## src/rtl/roundtrip_result_collector_if.sv

```systemverilog
// Upstream average-result stream (valid/ready) into the round-trip result collector.
// master = average stage driving results, slave = collector accepting them.
interface roundtrip_result_collector_if #(
  parameter int DATA_WIDTH = 16
);
  logic [DATA_WIDTH-1:0] average_data;
  logic                  average_valid;
  logic                  average_ready;

  modport master (output average_data, output average_valid, input average_ready);
  modport slave  (input average_data, input average_valid, output average_ready);
endinterface

```

## src/rtl/roundtrip_result_collector.sv

```systemverilog
// Buffers per-batch average latency results in a small FIFO for CSR readout and keeps running
// last/count/sum statistics; min/max tracking is built only when ROUNDTRIP_COLLECTOR_MINMAX_EN is defined.
module roundtrip_result_collector #(
  parameter int DATA_WIDTH  = 16,
  parameter int FIFO_DEPTH  = 4,
  parameter int COUNT_WIDTH = 16
) (
  input  logic                              clk_i,
  input  logic                              rst_i,
  roundtrip_result_collector_if.slave       avg_if,
  input  logic                              clear_i,
  input  logic                              pop_i,
  output logic [DATA_WIDTH-1:0]             head_data_o,
  output logic                              fifo_empty_o,
  output logic [$clog2(FIFO_DEPTH):0]       fifo_level_o,
  output logic                              underflow_o,
  output logic [DATA_WIDTH-1:0]             last_o,
  output logic [COUNT_WIDTH-1:0]            batch_count_o,
  output logic [DATA_WIDTH+COUNT_WIDTH-1:0] sum_o,
  output logic [DATA_WIDTH-1:0]             min_o,
  output logic [DATA_WIDTH-1:0]             max_o
);

  localparam int PTR_W = $clog2(FIFO_DEPTH);
  localparam int LVL_W = PTR_W + 1;
  localparam int SUM_W = DATA_WIDTH + COUNT_WIDTH;

  logic [DATA_WIDTH-1:0]  r_mem [FIFO_DEPTH];
  logic [PTR_W-1:0]       r_wr_ptr;
  logic [PTR_W-1:0]       r_rd_ptr;
  logic [LVL_W-1:0]       r_level;
  logic                   r_underflow;
  logic [DATA_WIDTH-1:0]  r_last;
  logic [COUNT_WIDTH-1:0] r_count;
  logic [SUM_W-1:0]       r_sum;

  logic w_full;
  logic w_empty;
  logic w_push;
  logic w_pop;
  logic w_cnt_sat;

  assign w_full    = (r_level == LVL_W'(FIFO_DEPTH));
  assign w_empty   = (r_level == '0);
  assign w_cnt_sat = (r_count == '1);

  // Clear wins over everything: it blocks the push and swallows a concurrent pop.
  assign avg_if.average_ready = !w_full && !clear_i;
  assign w_push = avg_if.average_valid && avg_if.average_ready;
  assign w_pop  = pop_i && !w_empty && !clear_i;

  // NOTE: storage has no reset; head_data_o is masked while empty, so stale entries are never visible.
  always_ff @(posedge clk_i) begin
    if (!rst_i && w_push) begin
      r_mem[r_wr_ptr] <= avg_if.average_data;
    end
  end

  // Pointers are PTR_W bits wide, so they wrap at FIFO_DEPTH naturally (depth is a power of two).
  always_ff @(posedge clk_i) begin
    if (rst_i || clear_i) begin
      r_wr_ptr    <= '0;
      r_rd_ptr    <= '0;
      r_level     <= '0;
      r_underflow <= 1'b0;
      r_last      <= '0;
      r_count     <= '0;
      r_sum       <= '0;
    end else begin
      if (w_push) begin
        r_wr_ptr <= r_wr_ptr + 1'b1;
        r_last   <= avg_if.average_data;
        if (!w_cnt_sat) begin
          r_count <= r_count + 1'b1;
          r_sum   <= r_sum + SUM_W'(avg_if.average_data);
        end
      end
      if (w_pop) begin
        r_rd_ptr <= r_rd_ptr + 1'b1;
      end
      if (pop_i && w_empty) begin
        r_underflow <= 1'b1;
      end
      case ({w_push, w_pop})
        2'b10:   r_level <= r_level + 1'b1;
        2'b01:   r_level <= r_level - 1'b1;
        default: r_level <= r_level;
      endcase
    end
  end

`ifdef ROUNDTRIP_COLLECTOR_MINMAX_EN
  logic [DATA_WIDTH-1:0] r_min;
  logic [DATA_WIDTH-1:0] r_max;

  // Extremes keep tracking after the batch counter saturates.
  always_ff @(posedge clk_i) begin
    if (rst_i || clear_i) begin
      r_min <= '1;
      r_max <= '0;
    end else if (w_push) begin
      if (avg_if.average_data < r_min) r_min <= avg_if.average_data;
      if (avg_if.average_data > r_max) r_max <= avg_if.average_data;
    end
  end

  assign min_o = r_min;
  assign max_o = r_max;
`else
  assign min_o = '0;
  assign max_o = '0;
`endif

  assign head_data_o   = w_empty ? '0 : r_mem[r_rd_ptr];
  assign fifo_empty_o  = w_empty;
  assign fifo_level_o  = r_level;
  assign underflow_o   = r_underflow;
  assign last_o        = r_last;
  assign batch_count_o = r_count;
  assign sum_o         = r_sum;

endmodule

```

## src/flat_wrapper.sv

```systemverilog
// flat-port wrapper written by rule: the top's interface ports become plain ports
module roundtrip_result_collector_flat 
#(
  parameter int DATA_WIDTH  = 16,
  parameter int FIFO_DEPTH  = 4,
  parameter int COUNT_WIDTH = 16
)
  (clk_i, rst_i, clear_i, pop_i, head_data_o, fifo_empty_o, fifo_level_o, underflow_o, last_o, batch_count_o, sum_o, min_o, max_o, avg_if_average_data, avg_if_average_valid, avg_if_average_ready);
  roundtrip_result_collector_if #(.DATA_WIDTH(DATA_WIDTH)) avg_if_i ();
  input  logic clk_i;
  input  logic rst_i;
  input  logic clear_i;
  input  logic pop_i;
  output logic [DATA_WIDTH-1:0] head_data_o;
  output logic fifo_empty_o;
  output logic [$clog2(FIFO_DEPTH):0] fifo_level_o;
  output logic underflow_o;
  output logic [DATA_WIDTH-1:0] last_o;
  output logic [COUNT_WIDTH-1:0] batch_count_o;
  output logic [DATA_WIDTH+COUNT_WIDTH-1:0] sum_o;
  output logic [DATA_WIDTH-1:0] min_o;
  output logic [DATA_WIDTH-1:0] max_o;
  input wire logic [$bits(avg_if_i.average_data)-1:0] avg_if_average_data;
  input wire logic [$bits(avg_if_i.average_valid)-1:0] avg_if_average_valid;
  output wire logic [$bits(avg_if_i.average_ready)-1:0] avg_if_average_ready;
  assign avg_if_i.average_data = avg_if_average_data;
  assign avg_if_i.average_valid = avg_if_average_valid;
  assign avg_if_average_ready = avg_if_i.average_ready;
  roundtrip_result_collector #(.DATA_WIDTH(DATA_WIDTH), .FIFO_DEPTH(FIFO_DEPTH), .COUNT_WIDTH(COUNT_WIDTH)) u_core (.clk_i(clk_i), .rst_i(rst_i), .avg_if(avg_if_i), .clear_i(clear_i), .pop_i(pop_i), .head_data_o(head_data_o), .fifo_empty_o(fifo_empty_o), .fifo_level_o(fifo_level_o), .underflow_o(underflow_o), .last_o(last_o), .batch_count_o(batch_count_o), .sum_o(sum_o), .min_o(min_o), .max_o(max_o));
endmodule
```

## config.mk

```make
export PLATFORM = sky130hd
export DESIGN_NAME = roundtrip_result_collector_flat
export DESIGN_NICKNAME = d
export VERILOG_FILES = /design/src/rtl/roundtrip_result_collector_if.sv /design/src/rtl/roundtrip_result_collector.sv /design/src/flat_wrapper.sv
export SDC_FILE = /design/constraint.sdc
export NUM_CORES = 1
export LEC_CHECK = 0
export CORE_ASPECT_RATIO = 0.5
export CORE_MARGIN = 5
export CORE_UTILIZATION = 56
export CTS_CLUSTER_DIAMETER = 120
export DETAILED_ROUTE_END_ITERATION = 12
export PLACE_DENSITY = 0.87
export SKIP_CTS_REPAIR_TIMING = 1
export SLEW_MARGIN = 15
export SYNTH_ARGS = -nofsm -noshare
export SYNTH_HDL_FRONTEND = slang
export SYNTH_SLANG_ARGS = --single-unit
```

## constraint.sdc

```tcl
create_clock -name clk_i -period 5.17 [get_ports clk_i]
set_input_delay 1.2925 -clock clk_i [delete_from_list [all_inputs] [get_ports clk_i]]
set_output_delay 1.2925 -clock clk_i [all_outputs]
set_load 0.01 [all_outputs]
```

==> results of run 1 <==
==> final timing paths <==
check                     startpoint              endpoint  slack (ns)
min reg2reg         u_core.last_o[5]      u_core.last_o[5]        0.46
max                          clear_i  avg_if_average_ready        1.04
max reg2reg  u_core.batch_count_o[6]      u_core.sum_o[25]        2.41
min                 u_core.last_o[5]      u_core.last_o[5]        0.46
==> flip-flops by register name, summed over array words and instances (netlist names), named ones only <==
signal	cells
u_core.last_o	16
u_core.batch_count_o	16
u_core.r_wr_ptr	2
u_core.sum_o	32
u_core.fifo_level_o	3
u_core.underflow_o	1
u_core.r_mem	64
u_core.r_rd_ptr	2
==> area by class of cell <==
cell class	count	area (um2)
Multi-Input combinational cell	475	3174
Sequential cell	138	3405
Inverter	10	42.54
Tap cell	165	206.4
Clock inverter	14	147.6
Clock buffer	17	425.4
Timing Repair Buffer	117	1144
Fill cell	837	3402
==> per-stage QoR <==
stage | setup slack [ns] | utilization [%] | total power (W) | hold slack [ns]
3_5_place_dp | 0.9158 | 66.72 | 0.001384 | 0.4506
4_1_cts | 1.047 | 71.51 | 0.002568 | 0.4577
5_1_grt | 0.9822 | 71.52 | 0.002640 | 0.4767
2_1_floorplan | 1.488 | - | 0.001325 | 0.4692
6_report | 1.042 | 71.52 | 0.002561 | 0.4592
3_3_place_gp | 0.9952 | 66.72 | 0.001379 | 0.4477
==> routing by layer <==
metal  up-vias  wire length [um]
met5         -                 0
met3        41              1270
met2       234              8174
met1      2595              7272
met4         0               417
li1       2530                 -
==> layout by cell type (no fill, tap or decap), types with 3 or more instances in the layout <==
cell type        netlist  routed
clkbuf_16              0      17
a21oi_1               43      43
o31ai_1                7       7
edfxtp_1              64      64
clkdlybuf4s50_1        0     106
buf_4                 34      11
nor2_1                46      46
ha_1                  22      22
and4_1                 7       7
nor4_1                 3       3
inv_1                  9       9
and3_1                 4       4
xor2_1                14      14
nand3_1               30      30
a21o_1                11      11
xnor2_1               11      11
o22ai_1                4       4
dfxtp_1               74      73
o21ai_1                5       5
nor3_1                 4       3
mux4_2                16      16
o21a_1                 3       3
o211ai_1               3       3
nor3b_2                0       4
nor2b_1               16      16
inv_6                  1       3
nand4_1               18      18
nand2_1               92      92
or3_1                 13      13
conb_1                 1      32
o21ai_0               13      13
mux2i_1               14      14
clkinv_4               0       3
a211oi_1               7       7
==> worst reg2reg max path: cells and delay by family, from the launching register on <==
kind,cells,cell delay [ns]
mux,1,0.21
compound gates,2,1.15
simple gates,3,0.88
flops,1,0.44
==> logic make-up (layout without fill, tap and decap cells) <==
group           after synthesis  after routing  share of synthesized area (%)
flops                       138            138                          49.32
other cells                   1             32                        0.05434
buf+inv                      77            158                          6.727
compound gates              116            116                          11.35
xor+xnor                     25             25                          3.173
mux                          30             30                          7.253
fa+ha+maj                    24             24                          4.569
simple gates                248            248                          17.55
==> where the power goes <==
part / internal, W / switching, W
Sequential: 0.00115 / 0.00000959
Clock: 0.000709 / 0.000485
Combinational: 0.0000782 / 0.000125
==> cell usage after synthesis (13+ instances only) <==
library cell | n | area [um2]
nand2_1 | 92 | 345.3
dfxtp_1 | 74 | 1481
edfxtp_1 | 64 | 1922
nor2_1 | 46 | 172.7
a21oi_1 | 43 | 215.2
buf_4 | 34 | 255.2
nand3_1 | 30 | 150.1
ha_1 | 22 | 275.3
clkbuf_1 | 20 | 75.07
nand4_1 | 18 | 112.6
mux4_2 | 16 | 360.4
nor2b_1 | 16 | 100.1
mux2i_1 | 14 | 140.1
xor2_1 | 14 | 122.6
o21ai_0 | 13 | 65.06
or3_1 | 13 | 81.33
==> impl_metrics.py, run 1 <==
metrics = {
    "hold_path": {
        "holdCritPathClass": "reg2reg",
        "hold_path_depth": 2,
    },
    "power": {
        "total_leakage_power_nw": 2.971,
        "vdd_ir_drop_max_mv": 0.2179,
        "power_density_nw_per_um2": 299.7,
    },
    "yosys": {
        "synth_flop_cell": "dfxtp_1",
        "ys_ff_latch": 138,
        "synth_area_um2": 6900,
        "syn_inst": 659,
        "synth_edf_count": 64,
        "synth.distinct_cells": 63,
        "yosys_warnings": 0,
        "ys_async_sr_fraction_pct": 0,
        "seq_area_frac_synth_pct": 49.32,
        "synth_area_per_cell_um2": 10.47,
    },
    "worst_setup_path": {
        "crit_cells": 3,
        "critical_path.max_stage_delay_ns": 0.70,
        "reg2reg_depth": 6,
        "cp-end-kind": "output port",
        "cp_slowest_cell": "clkdlybuf4s50_1",
        "cp.arrival_ns": 2.84,
        "crit_top_cell": "clkdlybuf4s50_1",
        "required_ns": 3.88,
        "critPathMaxFanout": 14,
        "cp_cell_sequence": "clkdlybuf4s50_1, a21oi_2, clkdlybuf4s50_1",
        "cp.buffers_inverters": 2,
        "crit_type": "in2out",
        "startpoint_type": "input pin",
        "path_delay_family": "buffers and inverters",
    },
    "place": {
        "place_hpwl_mm": 11.15,
        "dp.cells": 905,
        "routabilityCongestion": 0.8815,
        "port_buffers": 106,
        "placedInstanceArea_um2": 7970,
    },
    "cells_and_area": {
        "area.growth.synth_to_final_pct": 23.83,
        "n_antenna_cell": 0,
        "layout.cells.non_filler": 936,
        "design_area_um2": 8544,
        "drive_above_1_share_pct": 9.598,
        "fin_nets": 804,
    },
    "cts": {
        "clock_sinks": 138,
        "cts_buffers": 17,
        "cts_tree": "built",
        "clock-root-buffer": "clkbuf_16",
        "clk_latency_ns": 0.42,
        "clk_pin_slew_ns": 0.06,
        "clockBufferDepth": 2,
        "htree_num_levels": 4,
    },
    "floorplan": {
        "coreArea_um2": 11950,
        "io_pins": 139,
        "die_w_um": 167.0,
        "die_h_um": 88.49,
        "placementRows": 28,
        "initial_core_util_pct": 57.76,
        "dieArea_um2": 14780,
    },
    "global_route": {
        "grt_max_degree": 60,
        "antenna_found_initial": 0,
        "track_usage_pct": 23.38,
        "grt_overflow": 0,
        "grt_pass1_vias": 5260,
        "use_met3_pct": 6.515,
        "busiest_layer": "met2",
        "grtUsageMet2_pct": 39.55,
        "grt_pass1_wl_mm": 27.26,
        "grtUsageMet1_pct": 28.98,
    },
    "sta": {
        "maxSlewViolCount": 0,
        "setup_violations": 0,
        "fin_tns_setup_ns": 0,
        "period_share_pct": 79.85,
        "timing_hold_violations_final": 0,
        "min_period_ns": 4.128,
        "maxSlewHeadroom_pct": 22.00,
        "max_freq_mhz": 242.2,
        "skew_ns": 0.009203,
        "rsz0062_at_grt": "false",
        "tightest_slew_ns": 1.170,
    },
    "status": {
        "outcome": "finished clean",
    },
    "routing": {
        "viasPerCell": 5.769,
        "drt-total-wl_mm": 17.13,
        "routedWlPerCell_um": 18.31,
        "firstDrtPassIters": 5,
        "drtAntennaViolNets": 0,
        "drc": 0,
        "drtIter0Drc": 498,
        "routed-via-count": 5400,
    },
    "job": {
        "max_cap_viol_count": 0,
    },
}
No activity file was read; power rests on OpenSTA's default activity.
==> inputs of run 2 (changes only) <==
Settings changed: CORE_UTILIZATION 56 to 47, PLACE_DENSITY 0.87 to 0.78.
Clock period 5.17 ns to 3.4 ns, I/O delays scaled along.
==> impl_metrics.py, run 2 (synthesis results as in run 1) <==
metrics = {
    "power": {
        "total_leakage_power_nw": 3.106,
        "vdd_ir_drop_max_mv": 0.2429,
        "power_density_nw_per_um2": 425.9,
    },
    "sta": {
        "maxSlewHeadroom_pct": 65.59,
        "timing_hold_violations_final": 0,
        "tightest_slew_ns": 0.5115,
        "skew_ns": 0.007084,
        "setup_violations": 0,
        "maxSlewViolCount": 0,
        "rsz0062_at_grt": "false",
        "max_freq_mhz": 319.6,
        "period_share_pct": 92.04,
        "min_period_ns": 3.129,
    },
    "routing": {
        "drtAntennaViolNets": 0,
        "drt-total-wl_mm": 16.74,
        "drtIter0Drc": 438,
        "firstDrtPassIters": 5,
        "viasPerCell": 5.385,
        "routed-via-count": 5401,
        "drc": 0,
        "routedWlPerCell_um": 16.69,
    },
    "global_route": {
        "grt_overflow": 0,
        "grt_pass1_wl_mm": 26.35,
        "track_usage_pct": 19.06,
        "grt_pass1_vias": 5096,
        "grt_max_degree": 38,
        "antenna_found_initial": 0,
    },
    "hold_path": {
        "holdCritPathClass": "reg2reg",
        "hold_path_depth": 2,
    },
    "cells_and_area": {
        "fin_nets": 838,
        "layout.cells.non_filler": 1003,
        "layout_common_cells": "clkdlybuf4s50_1 (106), nand2_1 (92), dfxtp_1 (74), edfxtp_1 (64), nor2_1 (46)",
        "top_register": "u_core.r_mem",
        "n_antenna_cell": 0,
        "largest_register_ffs": 64,
        "fillers": 1137,
        "area.growth.synth_to_final_pct": 27.60,
        "mostFrequentLayoutCell": "clkdlybuf4s50_1",
        "final_core_util_pct": 61.02,
        "drive_above_1_share_pct": 13.42,
    },
    "cts": {
        "clk_latency_ns": 0.41,
        "clk_pin_slew_ns": 0.06,
        "clock-root-buffer": "clkbuf_16",
        "clockBufferDepth": 2,
        "cts_tree": "built",
        "htree_num_levels": 4,
        "clock_sinks": 138,
        "cts_buffers": 17,
    },
    "place": {
        "routabilityCongestion": 0.8278,
        "dp.cells": 972,
        "place_hpwl_mm": 11.52,
        "port_buffers": 106,
    },
    "status": {
        "outcome": "finished clean",
    },
    "worst_setup_path": {
        "cp-end-kind": "output port",
        "cp.arrival_ns": 2.28,
        "required_ns": 2.55,
        "critPathMaxFanout": 16,
        "startpoint_type": "register",
        "crit_type": "reg2out",
        "reg2reg_depth": 8,
    },
    "floorplan": {
        "coreArea_um2": 14430,
        "io_pins": 139,
        "die_h_um": 95.68,
        "dieArea_um2": 17350,
        "placementRows": 31,
        "die_w_um": 181.4,
        "initial_core_util_pct": 47.82,
    },
    "job": {
        "max_cap_viol_count": 0,
    },
}
-- run 2: cell type report --
class / instances / area [um2] / share of cell area [%]
Sequential cell: 138 / 3403 / 38.65
Multi-Input combinational cell: 475 / 3174 / 36.05
Clock buffer: 18 / 429.2 / 4.874
Inverter: 10 / 42.54 / 0.4832
Timing Repair Buffer: 151 / 1411 / 16.03
Tap cell: 198 / 247.7 / 2.814
Clock inverter: 13 / 96.34 / 1.094
-- run 2: power by group --
part | switching, W | total [W] | internal (W) | leakage, nW
clock network | 0.000713 | 0.00164 | 0.000930 | 0.241
logic | 0.000196 | 0.000339 | 0.000143 | 1.69
registers | 0.0000121 | 0.00177 | 0.00176 | 1.18
-- run 2: critical path, cell delays in order (launching register included) --
cell,delay (ns)
dfxtp_1,0.30
buf_4,0.31
mux4_2,0.59
nor2b_1,0.16
clkdlybuf4s50_1,0.51
-- run 2: path summary, 6_finish.rpt --
check | start | to | slack (ns)
worst max-delay path | register | head_data_o[4] | 0.27
worst max register to register | u_core.sum_o[0] | u_core.sum_o[12] | 0.91
worst min register to register | u_core.last_o[0] | u_core.last_o[0] | 0.46
worst min-delay path | u_core.last_o[0] | u_core.last_o[0] | 0.46
-- run 2: through the flow --
| stage | hold slack (ns) | setup TNS [ns] | cell area [um2] | setup WS (ns) | power, W |
|---|---|---|---|---|---|
| finish | 0.4584 | 0 | 8805 | 0.2706 | 0.003750 |
| global route | 0.4762 | 0 | 8805 | 0.1526 | 0.003883 |
| CTS | 0.4588 | 0 | 8805 | 0.2142 | 0.003765 |
| detailed placement | 0.4507 | -0.002534 | 8279 | -0.002534 | 0.002137 |
| global placement | 0.4455 | 0 | 8279 | 0.02735 | 0.002130 |
| floorplan | 0.4692 | 0 | 7017 | 0.1601 | 0.002014 |
-- run 2: per-layer routing --
metal / GRT usage, % / wire length (um)
met5: 0 / 0
met4: 5.930 / 197
met3: 4.230 / 1062
met2: 32.74 / 8030
met1: 24.46 / 7453
==> inputs of run 3 (changes only) <==
Settings changed: CORE_UTILIZATION 47 to 56, PLACE_DENSITY 0.78 to 0.87, TNS_END_PERCENT from default to 1.
Clock period 3.4 ns to 3.95 ns, I/O delays scaled along.
==> impl_metrics.py, run 3 (synthesis results as in run 1) <==
metrics = {
    "power": {
        "vdd_ir_drop_max_mv": 0.2421,
        "power_density_nw_per_um2": 386.7,
        "total_leakage_power_nw": 3.011,
        "totalPowerFinal_w": 0.003326,
    },
    "sta": {
        "tightest_slew_ns": 0.8178,
        "period_share_pct": 86.13,
        "maxSlewHeadroom_pct": 45.40,
        "max_freq_mhz": 293.9,
        "maxSlewViolCount": 0,
        "fin_ws_ns": 0.5479,
        "rsz0062_at_grt": "false",
        "min_period_ns": 3.402,
        "timing_hold_violations_final": 0,
        "skew_ns": 0.009922,
        "setup_violations": 0,
        "fin_tns_setup_ns": 0,
    },
    "worst_setup_path": {
        "rrSetupSlack_ns": 1.25,
        "crit_top_cell": "o22ai_1",
        "cp_slowest_cell": "clkdlybuf4s50_1",
        "cp_cell_sequence": "clkdlybuf4s50_1, ha_1, fa_1, a211oi_1, o21ai_1, o22ai_1, o41a_1, o22ai_1, mux2i_1",
        "crit_type": "in2reg",
        "cp.arrival_ns": 3.70,
        "cp-end-kind": "register",
        "required_ns": 4.25,
        "critPathMaxFanout": 8,
        "critical_path.max_stage_delay_ns": 0.44,
        "startpoint_type": "input pin",
    },
    "routing": {
        "routedWlPerCell_um": 17.53,
        "drc": 0,
        "drtAntennaViolNets": 0,
        "drt-total-wl_mm": 16.57,
        "drtIter0Drc": 449,
        "routed-via-count": 5374,
        "firstDrtPassIters": 5,
        "viasPerCell": 5.687,
    },
    "cells_and_area": {
        "mostFrequentLayoutCell": "clkdlybuf4s50_1",
        "drive_above_1_share_pct": 10.77,
        "n_antenna_cell": 0,
        "largest_register_ffs": 64,
        "fin_nets": 813,
        "area.growth.synth_to_final_pct": 24.64,
        "top_register": "u_core.r_mem",
        "layout_common_cells": "clkdlybuf4s50_1 (106), nand2_1 (92), dfxtp_1 (74), edfxtp_1 (64), nor2_1 (46)",
    },
    "cts": {
        "clock_sinks": 138,
        "clk_pin_slew_ns": 0.06,
        "cts_tree": "built",
        "clockBufferDepth": 2,
        "cts_buffers": 17,
        "clk_latency_ns": 0.42,
        "htree_num_levels": 4,
        "clock-root-buffer": "clkbuf_16",
    },
    "place": {
        "routabilityCongestion": 0.9319,
        "place_hpwl_mm": 11.17,
        "port_buffers": 106,
        "pre_cts_slack_ns": 0.1902,
    },
    "job": {
        "max_cap_viol_count": 0,
    },
    "floorplan": {
        "io_pins": 139,
        "initial_core_util_pct": 57.76,
        "die_w_um": 167.0,
        "die_h_um": 88.49,
        "coreArea_um2": 11950,
        "placementRows": 28,
        "dieArea_um2": 14780,
    },
    "global_route": {
        "grt_pass1_wl_mm": 26.57,
        "track_usage_pct": 22.68,
        "antenna_found_initial": 0,
        "grtUsageMet2_pct": 38.74,
        "busiest_layer": "met2",
        "grt_max_degree": 36,
        "use_met3_pct": 6.247,
        "grt_pass1_vias": 5203,
        "grtUsageMet1_pct": 29.07,
        "grt_overflow": 0,
    },
    "hold_path": {
        "holdCritPathClass": "reg2reg",
    },
    "status": {
        "outcome": "finished clean",
    },
}
==> run 3: final timing paths <==
kind / from / endpoint / cells past startpoint
setup / recovery: avg_if_average_data[0] / u_core.sum_o[20] / 9
hold / removal: u_core.last_o[11] / u_core.last_o[11] / 2
setup reg to reg: u_core.sum_o[0] / u_core.sum_o[20] / 8
hold reg to reg: u_core.last_o[11] / u_core.last_o[11] / 2
==> run 3: layout make-up <==
| class | instances | area (um2) |
|---|---|---|
| Clock inverter | 14 | 137.6 |
| Clock buffer | 17 | 425.4 |
| Sequential cell | 138 | 3403 |
| Timing Repair Buffer | 126 | 1211 |
| Inverter | 10 | 42.54 |
| Multi-Input combinational cell | 475 | 3174 |
| Tap cell | 165 | 206.4 |
| Fill cell | 799 | 3346 |
==> run 3: metrics by stage <==
step | instance area (um2) | hold slack, ns | instances | util (%)
floorplan | 7017 | 0.4692 | 690 | -
global placement | 8038 | 0.4419 | 914 | 67.28
detailed placement | 8038 | 0.4465 | 914 | 67.28
CTS | 8601 | 0.4550 | 945 | 71.99
global route | 8601 | 0.4672 | 945 | 71.99
finish | 8601 | 0.4579 | 945 | 71.99
==> run 3: layer usage <==
layer	share of wire, %	up-vias	wire length, um
li1	-	2550	-
met1	44	2598	7266
met2	48	206	7911
met3	7.3	20	1202
met4	1.1	0	188
met5	0	-	0
==> run 3: worst max-delay path, delay by kind of cell <==
family | cells | cell delay (ns)
adder cells (fa/ha/maj) | 2 | 0.69
AO/OA/AOI/OAI | 5 | 1.43
buffers and inverters | 1 | 0.44
multiplexers | 1 | 0.15
==> run 3: power breakdown <==
part           internal (W)  switching [W]
Sequential          0.00151      0.0000102
Clock              0.000878       0.000653
Combinational      0.000107       0.000165
Total               0.00250       0.000829
